**src/rtl/cpu_pkg.sv**
```systemverilog
// Shared CPU definitions for the call/return micro-op sequencers:
// injected stack opcodes, default widths and the return-sequencer state type.
package cpu_pkg;

    localparam int unsigned DEF_DATA_W = 16;
    localparam int unsigned DEF_PC_W   = 32;

    localparam logic [15:0] POP_PC_HIGH_OP = 16'b0110_0000_0000_1011;
    localparam logic [15:0] POP_PC_LOW_OP  = 16'b0110_0000_0000_1010;
    localparam logic [15:0] POP_FLAGS_OP   = 16'b0110_0000_0000_1100;
    localparam logic [15:0] NOP_OP         = 16'h0000;

    typedef enum logic [2:0] {
        StIdle,
        StPopFl,
        StPopHi,
        StPopLo,
        StWait,
        StLoad
    } ret_state_e;

    // Number of words popped for one return sequence.
    function automatic logic [1:0] pop_count(input logic is_rti);
        return is_rti ? 2'd3 : 2'd2;
    endfunction

endpackage

```
**src/rtl/ret_fsm_pop_collector.sv**
```systemverilog
// Return-word collector: counts popped words from the memory stage and steers
// them into the flags and return-PC registers, flagging when all have arrived.
module ret_fsm_pop_collector
    import cpu_pkg::*;
#(
    parameter int unsigned DATA_W = DEF_DATA_W,
    parameter int unsigned PC_W   = DEF_PC_W
) (
    input  logic              clk,
    input  logic              reset,
    input  logic              clear,
    input  logic              accept,
    input  logic              is_rti,
    input  logic [DATA_W-1:0] pop_data,
    output logic [PC_W-1:0]   pc,
    output logic [3:0]        flags,
    output logic              done
);

    logic [1:0]      rx_cnt_q;
    logic [1:0]      target;
    logic [1:0]      slot;
    logic            take;
    logic [PC_W-1:0] pc_q;
    logic [3:0]      flags_q;

    assign target = pop_count(is_rti);
    assign take   = accept && (rx_cnt_q < target);

    // Slot 0 is flags; a plain RET has no flags word, so its first word lands in the PC-high slot.
    assign slot = is_rti ? rx_cnt_q : rx_cnt_q + 2'd1;

    assign done = (rx_cnt_q == target) || (take && (rx_cnt_q + 2'd1 == target));

    always_ff @(posedge clk or negedge reset) begin
        if (!reset) begin
            rx_cnt_q <= 2'd0;
            pc_q     <= '0;
            flags_q  <= 4'h0;
        end else if (clear) begin
            rx_cnt_q <= 2'd0;
        end else if (take) begin
            rx_cnt_q <= rx_cnt_q + 2'd1;
            case (slot)
                2'd0:    flags_q                 <= pop_data[3:0];
                2'd1:    pc_q[PC_W-1:DATA_W]     <= pop_data;
                default: pc_q[DATA_W-1:0]        <= pop_data;
            endcase
        end
    end

    assign pc    = pc_q;
    assign flags = flags_q;

endmodule

```
**src/rtl/ret_fsm.sv**
```systemverilog
// Return sequencer: on RET/RTI injects POP micro-ops, stalls fetch, reassembles the return PC
// and pulses a PC redirect. RET_FSM_RTI_EN enables the flags pop for RTI.
module ret_fsm
    import cpu_pkg::*;
#(
    parameter int unsigned DATA_W = DEF_DATA_W,
    parameter int unsigned PC_W   = DEF_PC_W
) (
    input  logic              clk,
    input  logic              reset,
    input  logic              ret,
    input  logic              rti,
    input  logic              pop_valid,
    input  logic [DATA_W-1:0] pop_data,
    output logic [15:0]       out,
    output logic              out_valid,
    output logic              stall,
    output logic [PC_W-1:0]   pc,
    output logic              pc_load,
    output logic [3:0]        flags,
    output logic              flags_load
);

    ret_state_e  state_q, state_d;
    logic        is_rti_q, is_rti_d;
    logic        start_rti;
    logic        accept;
    logic        clear;
    logic        done;
    logic [15:0] out_q, out_d;
    logic        out_valid_q, out_valid_d;
    logic        stall_q, stall_d;
    logic        pc_load_q;
    logic        flags_load_q;

`ifdef RET_FSM_RTI_EN
    assign start_rti = rti;
`else
    assign start_rti = 1'b0;
`endif

    // Returned words are taken while a sequence is in flight, but not once the redirect is issued.
    assign accept = pop_valid && (state_q != StIdle) && (state_q != StLoad);
    assign clear  = (state_q == StIdle);

    always_comb begin
        state_d  = state_q;
        is_rti_d = is_rti_q;
        unique case (state_q)
            StIdle: begin
                if (start_rti) begin
                    state_d  = StPopFl;
                    is_rti_d = 1'b1;
                end else if (ret || rti) begin
                    state_d  = StPopHi;
                    is_rti_d = 1'b0;
                end
            end
            StPopFl: state_d = StPopHi;
            StPopHi: state_d = StPopLo;
            StPopLo: state_d = StWait;
            StWait:  if (done) state_d = StLoad;
            StLoad:  state_d = StIdle;
            default: state_d = StIdle;
        endcase
    end

    // Outputs are decoded from the next state so they are registered alongside it.
    always_comb begin
        out_d       = NOP_OP;
        out_valid_d = 1'b0;
        stall_d     = (state_d != StIdle);
        case (state_d)
            StPopFl: begin
                out_d       = POP_FLAGS_OP;
                out_valid_d = 1'b1;
            end
            StPopHi: begin
                out_d       = POP_PC_HIGH_OP;
                out_valid_d = 1'b1;
            end
            StPopLo: begin
                out_d       = POP_PC_LOW_OP;
                out_valid_d = 1'b1;
            end
            default: ;
        endcase
    end

    always_ff @(posedge clk or negedge reset) begin
        if (!reset) begin
            state_q      <= StIdle;
            is_rti_q     <= 1'b0;
            out_q        <= NOP_OP;
            out_valid_q  <= 1'b0;
            stall_q      <= 1'b0;
            pc_load_q    <= 1'b0;
            flags_load_q <= 1'b0;
        end else begin
            state_q      <= state_d;
            is_rti_q     <= is_rti_d;
            out_q        <= out_d;
            out_valid_q  <= out_valid_d;
            stall_q      <= stall_d;
            pc_load_q    <= (state_d == StLoad);
            flags_load_q <= (state_d == StLoad) && is_rti_q;
        end
    end

    ret_fsm_pop_collector #(
        .DATA_W (DATA_W),
        .PC_W   (PC_W)
    ) u_collector (
        .clk      (clk),
        .reset    (reset),
        .clear    (clear),
        .accept   (accept),
        .is_rti   (is_rti_q),
        .pop_data (pop_data),
        .pc       (pc),
        .flags    (flags),
        .done     (done)
    );

    assign out        = out_q;
    assign out_valid  = out_valid_q;
    assign stall      = stall_q;
    assign pc_load    = pc_load_q;
    assign flags_load = flags_load_q;

endmodule

```
**config.mk**
```make
export PLATFORM = sky130hd
export DESIGN_NAME = ret_fsm
export DESIGN_NICKNAME = d
export VERILOG_FILES = /design/src/rtl/cpu_pkg.sv /design/src/rtl/ret_fsm_pop_collector.sv /design/src/rtl/ret_fsm.sv
export SDC_FILE = /design/constraint.sdc
export NUM_CORES = 1
export LEC_CHECK = 0
export CAP_MARGIN = 20
export CORE_MARGIN = 1
export CORE_UTILIZATION = 47
export CTS_BUF_LIST = sky130_fd_sc_hd__clkbuf_16
export CTS_CLUSTER_DIAMETER = 40
export DETAILED_ROUTE_END_ITERATION = 10
export PLACE_DENSITY = 0.8
export SLEW_MARGIN = 20
export SYNTH_ARGS = -nofsm -noshare
export SYNTH_HDL_FRONTEND = slang
export SYNTH_SLANG_ARGS = --single-unit
```
**constraint.sdc**
```tcl
create_clock -name clk -period 2.75 [get_ports clk]
set_input_delay 0.4125 -clock clk [delete_from_list [all_inputs] [get_ports clk]]
set_output_delay 0.4125 -clock clk [all_outputs]
set_load 0.01 [all_outputs]
```
==> results.toml <==
[status]
run_status = "completed"

[detailed_routing]
drt-pass1-iter-count = 4
route.detailed.wl_per_inst_um = 14.7
vias = 1253
drt.antenna.violating_nets = 0
wirelength_um = 3770
post_dr_vias_cell = 4.88
drc_errors = 0
drc_violation_total_after_the_first_tritonroute_iteration = 53

[timing]
layout_min_cycle_time_ps = 2030
maxClockFrequency_mhz = 492
fin_worst_hold_slack_ps = 128
clock-skew-final_ps = 2.25
post_route_clock_period_utilization_pct = 73.9
timing_max_transition_violations_final = 0
setup-tns-final_ps = 0
hold_viol = 0
final_count_of_negative_setup_slack_endpoints = 0
slew-limit-headroom_pct = 43.9
grt_setup_unrepaired = "false"
max_slew.worst_pin.slew_ps = 840

[place]
dp.final_hpwl_um = 2700
io_buffer_count = 65
gpl.final_weighted_congestion = 0.756

[yosys]
synth.ff_latch_count = 47
synth_area_um2 = 2060
ys.warnings.count = 0
synth_cells = 141
ys_types = 28
seq_area_frac_synth_pct = 57.0
synthTopCellsByArea = "dfrtp_1 (57%), mux2_2 (12%), mux2_4 (6.5%)"
synth_largest_area_cell = "dfrtp_1"
synth.avg_cell_area_um2 = 14.6
synth_top_area_share_pct = 57.0

[worst_setup_path]
worstPathMaxFanout = 16
timing.critical_path.from_type = "register"
r2r_start = "state_q[2]$_DFF_PN0_"
worst-setup-path-type = "register to register"
arrival_ps = 2200
worstPathRequired_ps = 2920
r2r_slack_ps = 720
timing.rr.end = "u_collector.pc[19]$_DFFE_PN0P_"
timing.reg2reg.worst_path_depth = 3
endpoint_kind = "register"

[floorplanning]
ios = 77
initial_core_util_pct = 50.2
fp.dieArea_um2 = 4660
placeableCoreArea_um2 = 4120
x_dimension_of_the_die_um = 68.3
die_height_um = 68.3
row_count = 23

[power]
p_leak_nw = 1.23
ir_drop_mv = 0.551
powerDensity_nw_per_um2 = 1220

[clock_network]
cts.hold.buffers_added = 0
clock_insertion_delay_worst_skew_ps = 280
htreeDepth = 2
cts_tree = "yes"
postCtsSetupRepairBufs = 0
cts.sinks = 47
post_cts_resize_count = 0
tritoncts.num_buffers = 5
cts.clk_slew.worst_paths_ps = 60
cts_max_path_buffers = 2
cts.root.buffer_cell = "clkbuf_16"

[cells_and_area]
final_common_cell = "clkdlybuf4s50_1"
post_route_cells_drive_above_1_share_pct = 23.7
num_antenna_cells = 0
area.growth.synth_to_final_pct = 37.2
mostFrequentLayoutCells = "clkdlybuf4s50_1 (64), dfrtp_1 (47), mux2_2 (22)"
finalNetCount = 232

[global_routing]
grt_pass1_vias = 1246
grt.overflow.total = 0
grt_start_max_net_pins = 48
grt_pass1_wl_um = 5870
antenna_found_initial = 0
grtUsageTotal_pct = 17.8

[run]
maxCapViolCount = 0

[worst_hold_path]
hold_path_class = "primary input to async pin"
state kept, by name, indices dropped and copies added (netlist names):
| signal | count |
|---|---|
| state_q | 3 |
| u_collector.flags | 4 |
| stall | 1 |
| pc_load | 1 |
| u_collector.rx_cnt_q | 2 |
| out_valid | 1 |
| u_collector.pc | 32 |
| out | 3 |
worst max-delay path by stage:
stage / endpoint / from / depth (start not counted)
after floorplan: u_collector.pc[0]$_DFFE_PN0P_ / state_q[2]$_DFF_PN0_ / 4
after global placement: u_collector.pc[19]$_DFFE_PN0P_ / state_q[2]$_DFF_PN0_ / 3
after detailed placement: u_collector.pc[20]$_DFFE_PN0P_ / state_q[2]$_DFF_PN0_ / 3
after CTS: u_collector.pc[19]$_DFFE_PN0P_ / state_q[2]$_DFF_PN0_ / 3
after global routing: u_collector.pc[28]$_DFFE_PN0P_ / state_q[2]$_DFF_PN0_ / 3
final: u_collector.pc[19]$_DFFE_PN0P_ / state_q[2]$_DFF_PN0_ / 3
per-layer routing:
metal	vias to the layer above	wire length (µm)	global-route usage, %
li1	595	-	-
met1	606	1600	21.5
met2	46	1920	28.8
met3	6	192	6.00
met4	0	60	7.55
met5	-	0	0
stage by stage:
stage	power (mW)	area (µm²)	setup WS, ps	utilization (%)	instances
floorplan	2.15	2110	1140	-	152
global placement	2.88	2700	779	65.5	250
detailed placement	2.93	2700	684	65.5	250
CTS	3.50	2830	678	68.7	257
global route	3.70	2830	583	68.8	257
finish	3.46	2830	717	68.8	257
cell usage after synthesis, drive strengths merged:
cell    instances
nor2b           3
nand2           2
inv             3
dfrtp          47
o221a           1
o311ai          3
nor2            3
buf            18
o21ai           2
nor3            4
a21oi           2
clkbuf          3
a211oi          3
o211ai          1
nor4            1
o32ai           1
nand2b          2
mux2           36
o21ba           1
conb            1
ha              4
area by class of cell:
cell class | instances | area (µm²)
timing repair buffer | 69 | 678
multi-input combinational | 81 | 769
fill | 309 | 1280
clock buffer | 5 | 125
inverter | 3 | 11.3
tap | 50 | 62.6
clock inverter | 2 | 8.76
sequential | 47 | 1180
where the power goes:
part	internal, mW	switching [mW]	total, mW	leakage, nW
Clock	0.326	0.231	0.558	0.0671
Sequential	1.03	0.228	1.26	0.561
Combinational	1.03	0.618	1.65	0.605
kinds of logic after synthesis:
group                    count (synthesis)  share of synthesized area (%)
adder cells (fa/ha/maj)                  4                           2.42
multiplexers                            36                           21.3
buffers and inverters                   24                           7.76
other                                    1                          0.182
AO/OA/AOI/OAI                           14                           7.21
AND/OR/NAND/NOR                         15                           4.18
flip-flops                              47                           57.0
worst max-delay path: stages (launching register included):
cell      delay (ps)
dfrtp_1          510
nor2b_2          260
o311ai_4         720
mux2_2           420
Power figures use the tool's default switching activity.
